File: config.mk
export PLATFORM = sky130hd
export DESIGN_NAME = scu_id_stage_flat
export DESIGN_NICKNAME = d
export VERILOG_FILES = /design/src/rtl/scu_isa_pkg.sv /design/src/rtl/scu_id_stage_if.sv /design/src/rtl/scu_regfile.sv /design/src/rtl/scu_id_stage.sv /design/src/flat_wrapper.sv
export SDC_FILE = /design/constraint.sdc
export NUM_CORES = 2
export LEC_CHECK = 0
export ABC_AREA = 1
export CORE_AREA = 10 10 654 721
export CTS_BUF_LIST = sky130_fd_sc_hd__clkbuf_16
export DETAILED_ROUTE_END_ITERATION = 8
export DIE_AREA = 0 0 664 731
export HOLD_SLACK_MARGIN = 0.02
export PLACE_DENSITY = 0.39
export SYNTH_ARGS = -nofsm -noshare
export SYNTH_HDL_FRONTEND = slang
export SYNTH_SLANG_ARGS = --single-unit
File: constraint.sdc
create_clock -name clock -period 3.2 [get_ports clock]
set_input_delay 0.64 -clock clock [delete_from_list [all_inputs] [get_ports clock]]
set_output_delay 0.64 -clock clock [all_outputs]
set_load 0.02 [all_outputs]
File: src/rtl/scu_isa_pkg.sv
// SCU ISA definitions shared by the decode stage: opcodes, ALU operations,
// instruction field positions and the control-bundle decode helpers.
package scu_isa_pkg;

   localparam logic [3:0] OP_NOP  = 4'b0000;
   localparam logic [3:0] OP_SVPC = 4'b1111;
   localparam logic [3:0] OP_LD   = 4'b1110;
   localparam logic [3:0] OP_ST   = 4'b0011;
   localparam logic [3:0] OP_ADD  = 4'b0100;
   localparam logic [3:0] OP_INC  = 4'b0101;
   localparam logic [3:0] OP_NEG  = 4'b0110;
   localparam logic [3:0] OP_SUB  = 4'b0111;
   localparam logic [3:0] OP_J    = 4'b1000;
   localparam logic [3:0] OP_BRZ  = 4'b1001;
   localparam logic [3:0] OP_JM   = 4'b1010;
   localparam logic [3:0] OP_BRN  = 4'b1011;

   localparam logic [3:0] ALU_NOP  = 4'd0;
   localparam logic [3:0] ALU_ADD  = 4'd1;
   localparam logic [3:0] ALU_SUB  = 4'd2;
   localparam logic [3:0] ALU_NEG  = 4'd3;
   localparam logic [3:0] ALU_PASS = 4'd4;

   localparam int OPC_LSB = 28;
   localparam int OPC_W   = 4;
   localparam int RD_LSB  = 22;
   localparam int RS_LSB  = 16;
   localparam int RT_LSB  = 10;
   localparam int REG_W   = 6;
   localparam int IMM_LSB = 0;
   localparam int IMM_W   = 16;

   typedef struct packed {
      logic       reg_write;
      logic       mem_to_reg;
      logic       branch_n;
      logic       branch_z;
      logic       jump;
      logic       jump_mem;
      logic       pc_to_reg;
      logic       load_store;
      logic       mem_read;
      logic       mem_write;
      logic       alu_src;
      logic [3:0] alu_op;
   } ctrl_t;

   function automatic ctrl_t decode_op(input logic [3:0] op);
      ctrl_t c;
      c = '0;
      case (op)
         OP_NOP:  c = '0;
         OP_SVPC: begin c.reg_write = 1'b1; c.pc_to_reg = 1'b1; c.alu_src = 1'b1; c.alu_op = ALU_ADD; end
         OP_LD:   begin c.reg_write = 1'b1; c.mem_to_reg = 1'b1; c.mem_read = 1'b1;
                        c.load_store = 1'b1; c.alu_op = ALU_PASS; end
         OP_ST:   begin c.mem_write = 1'b1; c.load_store = 1'b1; c.alu_op = ALU_PASS; end
         OP_ADD:  begin c.reg_write = 1'b1; c.alu_op = ALU_ADD; end
         OP_INC:  begin c.reg_write = 1'b1; c.alu_src = 1'b1; c.alu_op = ALU_ADD; end
         OP_NEG:  begin c.reg_write = 1'b1; c.alu_op = ALU_NEG; end
         OP_SUB:  begin c.reg_write = 1'b1; c.alu_op = ALU_SUB; end
         OP_J:    c.jump = 1'b1;
         OP_BRZ:  c.branch_z = 1'b1;
         OP_JM:   begin c.jump_mem = 1'b1; c.mem_read = 1'b1; end
         OP_BRN:  c.branch_n = 1'b1;
         default: c = '0;
      endcase
      return c;
   endfunction

   // Undefined opcodes behave as NOP and therefore read nothing.
   function automatic logic uses_rs(input logic [3:0] op);
      case (op)
         OP_LD, OP_ST, OP_ADD, OP_INC, OP_NEG, OP_SUB,
         OP_J, OP_BRZ, OP_JM, OP_BRN: return 1'b1;
         default:                     return 1'b0;
      endcase
   endfunction

   function automatic logic uses_rt(input logic [3:0] op);
      case (op)
         OP_ADD, OP_SUB, OP_ST: return 1'b1;
         default:               return 1'b0;
      endcase
   endfunction

endpackage

File: src/rtl/scu_id_stage_if.sv
// IF/ID-side inputs, writeback port and ID/EX-side outputs of the decode stage.
interface scu_id_stage_if;
   logic [31:0] instr_in;
   logic [31:0] pc_in;
   logic        flush;
   logic        wb_we;
   logic [5:0]  wb_rd;
   logic [31:0] wb_data;
   logic        RegWrite, MemToReg, BranchN, BranchZ, Jump, JumpMem;
   logic        PCToReg, LoadStore, MemRead, MemWrite, ALUSrc;
   logic [3:0]  ALUOp;
   logic [31:0] pc_out;
   logic [31:0] rs_val;
   logic [31:0] rt_val;
   logic [31:0] y;
   logic [5:0]  rd;
   logic        stall;

   modport master (
      output instr_in, pc_in, flush, wb_we, wb_rd, wb_data,
      input  RegWrite, MemToReg, BranchN, BranchZ, Jump, JumpMem,
             PCToReg, LoadStore, MemRead, MemWrite, ALUSrc, ALUOp,
             pc_out, rs_val, rt_val, y, rd, stall
   );

   modport slave (
      input  instr_in, pc_in, flush, wb_we, wb_rd, wb_data,
      output RegWrite, MemToReg, BranchN, BranchZ, Jump, JumpMem,
             PCToReg, LoadStore, MemRead, MemWrite, ALUSrc, ALUOp,
             pc_out, rs_val, rt_val, y, rd, stall
   );
endinterface

File: src/rtl/scu_regfile.sv
// 64x32 register file: posedge write, two combinational read ports that
// return the writeback data when it targets the address being read.
module scu_regfile #(
   parameter int NREGS = 64
) (
   input  logic        clock,
   input  logic        reset,
   input  logic        we,
   input  logic [5:0]  wa,
   input  logic [31:0] wd,
   input  logic [5:0]  ra0,
   input  logic [5:0]  ra1,
   output logic [31:0] rd0,
   output logic [31:0] rd1
);
   logic [31:0] regs_q [NREGS];

   always_ff @(posedge clock) begin
      if (reset) begin
         for (int i = 0; i < NREGS; i++) begin
            regs_q[i] <= 32'd0;
         end
      end else if (we) begin
         regs_q[wa] <= wd;
      end
   end

   assign rd0 = (we && (wa == ra0)) ? wd : regs_q[ra0];
   assign rd1 = (we && (wa == ra1)) ? wd : regs_q[ra1];
endmodule

File: src/rtl/scu_id_stage.sv
// SCU decode stage: control decode, operand read, immediate extension and
// RAW-hazard stalling against a scoreboard of in-flight destinations.
module scu_id_stage
   import scu_isa_pkg::*;
#(
   parameter int SB_DEPTH = 3,
   parameter int NREGS    = 64
) (
   input  logic           clock,
   input  logic           reset,
   scu_id_stage_if.slave  bus
);
   logic [3:0]       opcode;
   logic [REG_W-1:0] rd_f, rs_f, rt_f;
   ctrl_t            dec, ctrl;
   logic             hazard, stall, bubble;
   logic             sb_valid_d;
   logic             sb_valid_q [SB_DEPTH];
   logic [REG_W-1:0] sb_rd_q    [SB_DEPTH];

   assign opcode = bus.instr_in[OPC_LSB +: OPC_W];
   assign rd_f   = bus.instr_in[RD_LSB +: REG_W];
   assign rs_f   = bus.instr_in[RS_LSB +: REG_W];
   assign rt_f   = bus.instr_in[RT_LSB +: REG_W];
   assign dec    = decode_op(opcode);

   // The WB entry is skipped: the register file bypass already supplies it.
   always_comb begin
      hazard = 1'b0;
      for (int i = 0; i < SB_DEPTH - 1; i++) begin
         hazard = hazard | (sb_valid_q[i] &
                  ((uses_rs(opcode) & (sb_rd_q[i] == rs_f)) |
                   (uses_rt(opcode) & (sb_rd_q[i] == rt_f))));
      end
   end

   assign stall      = ~reset & ~bus.flush & hazard;
   assign bubble     = reset | bus.flush | stall;
   assign sb_valid_d = dec.reg_write & ~stall & ~bus.flush;

   always_comb begin
      if (bubble) begin
         ctrl = '0;
      end else begin
         ctrl = dec;
      end
   end

   // Scoreboard shifts on the falling edge, in step with the ID/EX buffer.
   always_ff @(negedge clock) begin
      if (reset) begin
         for (int i = 0; i < SB_DEPTH; i++) begin
            sb_valid_q[i] <= 1'b0;
            sb_rd_q[i]    <= 6'd0;
         end
      end else begin
         sb_valid_q[0] <= sb_valid_d;
         sb_rd_q[0]    <= rd_f;
         for (int i = 1; i < SB_DEPTH; i++) begin
            sb_valid_q[i] <= sb_valid_q[i-1];
            sb_rd_q[i]    <= sb_rd_q[i-1];
         end
      end
   end

   scu_regfile #(.NREGS(NREGS)) u_regfile (
      .clock (clock),
      .reset (reset),
      .we    (bus.wb_we),
      .wa    (bus.wb_rd),
      .wd    (bus.wb_data),
      .ra0   (rs_f),
      .ra1   (rt_f),
      .rd0   (bus.rs_val),
      .rd1   (bus.rt_val)
   );

   assign bus.RegWrite  = ctrl.reg_write;
   assign bus.MemToReg  = ctrl.mem_to_reg;
   assign bus.BranchN   = ctrl.branch_n;
   assign bus.BranchZ   = ctrl.branch_z;
   assign bus.Jump      = ctrl.jump;
   assign bus.JumpMem   = ctrl.jump_mem;
   assign bus.PCToReg   = ctrl.pc_to_reg;
   assign bus.LoadStore = ctrl.load_store;
   assign bus.MemRead   = ctrl.mem_read;
   assign bus.MemWrite  = ctrl.mem_write;
   assign bus.ALUSrc    = ctrl.alu_src;
   assign bus.ALUOp     = ctrl.alu_op;
   assign bus.pc_out    = bus.pc_in;
   assign bus.y         = {{(32-IMM_W){bus.instr_in[IMM_LSB+IMM_W-1]}}, bus.instr_in[IMM_LSB +: IMM_W]};
   assign bus.rd        = rd_f;
   assign bus.stall     = stall;
endmodule

File: src/flat_wrapper.sv
// flat-port wrapper written by rule: the top's interface ports become plain ports
module scu_id_stage_flat import scu_isa_pkg::*;
#(
   parameter int SB_DEPTH = 3,
   parameter int NREGS    = 64
)
  (clock, reset, bus_instr_in, bus_pc_in, bus_flush, bus_wb_we, bus_wb_rd, bus_wb_data, bus_RegWrite, bus_MemToReg, bus_BranchN, bus_BranchZ, bus_Jump, bus_JumpMem, bus_PCToReg, bus_LoadStore, bus_MemRead, bus_MemWrite, bus_ALUSrc, bus_ALUOp, bus_pc_out, bus_rs_val, bus_rt_val, bus_y, bus_rd, bus_stall);
  scu_id_stage_if bus_i ();
  input  logic clock;
  input  logic reset;
  input wire logic [$bits(bus_i.instr_in)-1:0] bus_instr_in;
  input wire logic [$bits(bus_i.pc_in)-1:0] bus_pc_in;
  input wire logic [$bits(bus_i.flush)-1:0] bus_flush;
  input wire logic [$bits(bus_i.wb_we)-1:0] bus_wb_we;
  input wire logic [$bits(bus_i.wb_rd)-1:0] bus_wb_rd;
  input wire logic [$bits(bus_i.wb_data)-1:0] bus_wb_data;
  output wire logic [$bits(bus_i.RegWrite)-1:0] bus_RegWrite;
  output wire logic [$bits(bus_i.MemToReg)-1:0] bus_MemToReg;
  output wire logic [$bits(bus_i.BranchN)-1:0] bus_BranchN;
  output wire logic [$bits(bus_i.BranchZ)-1:0] bus_BranchZ;
  output wire logic [$bits(bus_i.Jump)-1:0] bus_Jump;
  output wire logic [$bits(bus_i.JumpMem)-1:0] bus_JumpMem;
  output wire logic [$bits(bus_i.PCToReg)-1:0] bus_PCToReg;
  output wire logic [$bits(bus_i.LoadStore)-1:0] bus_LoadStore;
  output wire logic [$bits(bus_i.MemRead)-1:0] bus_MemRead;
  output wire logic [$bits(bus_i.MemWrite)-1:0] bus_MemWrite;
  output wire logic [$bits(bus_i.ALUSrc)-1:0] bus_ALUSrc;
  output wire logic [$bits(bus_i.ALUOp)-1:0] bus_ALUOp;
  output wire logic [$bits(bus_i.pc_out)-1:0] bus_pc_out;
  output wire logic [$bits(bus_i.rs_val)-1:0] bus_rs_val;
  output wire logic [$bits(bus_i.rt_val)-1:0] bus_rt_val;
  output wire logic [$bits(bus_i.y)-1:0] bus_y;
  output wire logic [$bits(bus_i.rd)-1:0] bus_rd;
  output wire logic [$bits(bus_i.stall)-1:0] bus_stall;
  assign bus_i.instr_in = bus_instr_in;
  assign bus_i.pc_in = bus_pc_in;
  assign bus_i.flush = bus_flush;
  assign bus_i.wb_we = bus_wb_we;
  assign bus_i.wb_rd = bus_wb_rd;
  assign bus_i.wb_data = bus_wb_data;
  assign bus_RegWrite = bus_i.RegWrite;
  assign bus_MemToReg = bus_i.MemToReg;
  assign bus_BranchN = bus_i.BranchN;
  assign bus_BranchZ = bus_i.BranchZ;
  assign bus_Jump = bus_i.Jump;
  assign bus_JumpMem = bus_i.JumpMem;
  assign bus_PCToReg = bus_i.PCToReg;
  assign bus_LoadStore = bus_i.LoadStore;
  assign bus_MemRead = bus_i.MemRead;
  assign bus_MemWrite = bus_i.MemWrite;
  assign bus_ALUSrc = bus_i.ALUSrc;
  assign bus_ALUOp = bus_i.ALUOp;
  assign bus_pc_out = bus_i.pc_out;
  assign bus_rs_val = bus_i.rs_val;
  assign bus_rt_val = bus_i.rt_val;
  assign bus_y = bus_i.y;
  assign bus_rd = bus_i.rd;
  assign bus_stall = bus_i.stall;
  scu_id_stage #(.SB_DEPTH(SB_DEPTH), .NREGS(NREGS)) u_core (.clock(clock), .reset(reset), .bus(bus_i));
endmodule
==> metrics.log <==
INFO  metric dieHeight = 731 µm
INFO  metric cts.reportedPaths.clkPinSlew = 30 ps
INFO  metric design.portCount = 256
INFO  metric synth_largest_type_area_fraction = 0.541
INFO  metric yosysTopAreaCell = sky130_fd_sc_hd__edfxtp_1
INFO  metric detail_route.first_pass.iterations = 7
INFO  metric timing.setup.critical_path_class = reg -> out
INFO  metric cts.hold.buffers_added = 0
INFO  metric cts_sinks = 2062
INFO  metric grt-ovfl-total = 0
INFO  metric synth.most_common_cell = sky130_fd_sc_hd__nand2_1
INFO  metric run_status = finished, violations left
INFO  metric setup.worst_path.end_class = output pin
INFO  metric multiInputGateArea = 0.0561 mm²
INFO  metric timing.critical_path.fanout_max = 7
INFO  metric leakage = 65.7 nW
INFO  metric worst_hold_path.num_cells = 2
INFO  metric rows = 261
INFO  metric postSynthNetCount = 14500
INFO  metric ys.flop_type = sky130_fd_sc_hd__edfxtp_1
INFO  metric clock-skew-final = 15.9 ps
INFO  metric synth_seq_cells = 2062
INFO  metric worstHoldPathType = reg -> reg
INFO  metric synth_enable_flop_cells = 2048
INFO  metric post-dp-hpwl = 396000 µm
INFO  metric numPortBuffers = 170
INFO  metric worstMarginPinSlew = 1160 ps
INFO  metric globalRouteTotalUtil = 0.248
INFO  metric hold_path_startpoint = u_core.sb_valid_q[0][0]
INFO  metric final-max-slew-violation-count = 0
INFO  metric holdPathEnd = u_core.sb_valid_q[0][1]
INFO  metric seq_total_area_yosys = 0.544
INFO  metric drt_first_iter_violations = 15100
INFO  metric register_area = 0.0618 mm²
INFO  metric timing_hold_violations_final = 0
INFO  metric final_cell_count_no_fill = 21500
INFO  metric share_of_cells_above_drive_strength_1 = 0.269
INFO  metric last_weighted_congestion_value_of_the_routability_driven_placer = 0.865
INFO  metric pre_cts_worst_setup_slack = -1250 ps
INFO  metric finalNetCount = 15400
INFO  metric worst_ir_drop_vdd = 0.342 mV
INFO  metric maxSlewHeadroom = 0.230
INFO  metric fin_ws = -1420 ps
INFO  metric reg2reg_from = u_core.sb_rd_q[0][8]
INFO  metric placed_cells_incl_taps = 20600
INFO  metric finalWirelength = 641000 µm
INFO  metric rsz0062_at_grt = true
INFO  metric clk_root_buffer_cell = sky130_fd_sc_hd__clkbuf_16
INFO  metric violations = negative setup slack
INFO  metric post_synth_instance_area = 0.114 mm²
INFO  metric chipWidth = 664 µm
INFO  metric die_area = 0.485 mm²
INFO  metric drt.antenna.violating_nets = 0
INFO  metric cts_max_path_buffers = 4
INFO  metric routed_length_per_instance = 29.8 µm
INFO  metric cts_tree = yes
INFO  metric start_util = 0.249
INFO  metric area_of_placed_instances = 0.133 mm²
INFO  metric first_global_vias = 107000
INFO  metric fp.coreArea = 0.457 mm²
INFO  metric area_growth_syn_to_layout = 42.1%
INFO  metric final.fill_count = 46500
INFO  metric setup-violations-final = 80
INFO  metric post_synth_inst_count = 14400
INFO  metric remaining_drc_errors = 0
INFO  metric detail_route.vias_per_cell = 5.30
INFO  metric most_frequent_cells_after_synthesis = sky130_fd_sc_hd__nand2_1 (5010), sky130_fd_sc_hd__nand3_1 (3730), sky130_fd_sc_hd__nor2_1 (2095)
INFO  metric yosysWarningCount = 0
INFO  metric final_area = 0.161 mm²
INFO  metric worst_skew_pair.late_latency = 940 ps
INFO  metric vias = 114000
INFO  metric synth.area.top_cells = sky130_fd_sc_hd__edfxtp_1 (54%), sky130_fd_sc_hd__nand2_1 (17%), sky130_fd_sc_hd__nand3_1 (16%)
INFO  metric timing.critical_path.from_type = flip-flop
INFO  metric antenna_found_initial = 19
INFO  metric cellPowerDensity = 485 mW/mm²
INFO  metric cts.htree.levels = 5
INFO  metric maximum_number_of_pins_on_one_net_before_global_route_repair = 68
INFO  metric postSynth.asyncResetShare = 0
INFO  metric netlist-cell-type-count = 25
INFO  metric clock_buffers_created_by_tritoncts = 274
INFO  metric drv_cap = 0
INFO  metric grt_pass1_wl = 868000 µm
INFO  metric worst_r2r_path_depth = 9
INFO  metric worst-endpoint-arrival = 3980 ps
INFO  metric required = 2560 ps
INFO  metric ff2ff_setup_slack = 1760 ps
INFO  metric critical_path.reg2reg.endpoint = u_core.sb_valid_q[0][0]
INFO  metric synth.avg_cell_area = 7.88 µm²
[cell families after synthesis]
logic type / Yosys count / share of synthesized area
simple gates: 10900 / 0.400
flops: 2062 / 0.544
buf+inv: 1455 / 0.0539
compound gates: 18 / 0.000881
xor+xnor: 14 / 0.00108
other cells: 1 / 0.0000330
[metal layers]
layer	up-vias	global-route usage	part of all wire
met5	-	0	0.000051
met4	4	0.0872	0.042
met3	1090	0.0418	0.086
met2	5715	0.395	0.45
met1	57300	0.340	0.42
li1	50000	-	-
[placed cells by master, fill, tap and decap left out, types with 4 or more instances in the layout]
cell type	instances
sky130_fd_sc_hd__a21oi_1	5
sky130_fd_sc_hd__buf_12	509
sky130_fd_sc_hd__buf_16	123
sky130_fd_sc_hd__buf_4	833
sky130_fd_sc_hd__buf_6	264
sky130_fd_sc_hd__buf_8	94
sky130_fd_sc_hd__bufbuf_16	13
sky130_fd_sc_hd__bufinv_16	18
sky130_fd_sc_hd__clkbuf_16	333
sky130_fd_sc_hd__clkdlybuf4s50_1	74
sky130_fd_sc_hd__clkinv_1	46
sky130_fd_sc_hd__clkinv_16	9
sky130_fd_sc_hd__clkinv_2	62
sky130_fd_sc_hd__clkinvlp_4	8
sky130_fd_sc_hd__dfxtp_1	12
sky130_fd_sc_hd__edfxtp_1	2048
sky130_fd_sc_hd__inv_1	102
sky130_fd_sc_hd__inv_16	10
sky130_fd_sc_hd__inv_2	8
sky130_fd_sc_hd__inv_6	11
sky130_fd_sc_hd__nand2_1	4268
sky130_fd_sc_hd__nand2_2	589
sky130_fd_sc_hd__nand2_4	141
sky130_fd_sc_hd__nand2_8	12
sky130_fd_sc_hd__nand3_1	2648
sky130_fd_sc_hd__nand3_2	808
sky130_fd_sc_hd__nand3_4	274
sky130_fd_sc_hd__nand4_1	7
sky130_fd_sc_hd__nor2_1	2079
sky130_fd_sc_hd__nor2_2	12
sky130_fd_sc_hd__nor2_4	4
sky130_fd_sc_hd__nor3_1	7
sky130_fd_sc_hd__nor3_2	9
sky130_fd_sc_hd__o22ai_1	4
sky130_fd_sc_hd__xnor2_1	5
sky130_fd_sc_hd__xor2_1	8
[metrics by stage]
| stage | hold slack, ps | setup TNS, ps | utilization | total power, W |
|---|---|---|---|---|
| detailed placement | 414 | -72740 | 0.292 | 0.0446 |
| global placement | 415 | -74570 | 0.292 | 0.0446 |
| global route | 465 | -38380 | 0.353 | 0.0806 |
| floorplan | 403 | -5590 | - | 0.0378 |
| finish | 417 | -34970 | 0.353 | 0.0783 |
| CTS | 418 | -40600 | 0.334 | 0.0772 |
[registers in the layout (all words and copies together), names as in the netlist]
register / count
u_core.u_regfile.regs_q: 2048
u_core.sb_rd_q: 12
u_core.sb_valid_q: 2
[report_power, final]
group,switching [W],internal (W)
combinational,0.00995,0.00566
sequential,0.000836,0.0311
clock,0.0134,0.0173
[critical path, cell delays in order, from the launching register on]
cell,delay [ps]
sky130_fd_sc_hd__dfxtp_2,320
sky130_fd_sc_hd__buf_6,110
sky130_fd_sc_hd__xor2_2,140
sky130_fd_sc_hd__a21oi_2,140
sky130_fd_sc_hd__nand4_1,100
sky130_fd_sc_hd__nand2_1,110
sky130_fd_sc_hd__nand2_2,80
sky130_fd_sc_hd__nand3_4,120
sky130_fd_sc_hd__buf_12,150
sky130_fd_sc_hd__nor2_4,40
sky130_fd_sc_hd__buf_6,130
[worst max path at each step]
stage	start	to	slack (ps)
6_report	u_core.sb_rd_q[0][8]	bus_ALUOp[2]	-1420
5_1_grt	u_core.sb_rd_q[0][8]	bus_LoadStore	-1510
4_1_cts	u_core.sb_rd_q[0][8]	bus_ALUOp[2]	-1430
3_5_place_dp	bus_instr_in[10]	bus_rt_val[18]	-1250
3_3_place_gp	bus_instr_in[10]	bus_rt_val[18]	-1290
2_1_floorplan	u_core.sb_rd_q[0][8]	bus_ALUOp[2]	-440
[area by class of cell]
type                       count  share of cell area
clock inverter               205             0.00988
tap                         6049              0.0469
inverter                      79             0.00336
timing repair inverter         2            0.000248
sequential                  2062               0.383
clock buffer                 279              0.0432
timing repair buffer        1974               0.166
antenna                        1           0.0000155
multi-input combinational  10900               0.348
[timing repair]
item	in CTS	in global routing
pin swaps	287	700
buffers inserted	252	177
gates cloned	71	62
endpoints found under the setup margin	79	79
resized for setup	1815	1554
Power figures use the tool's default switching activity.
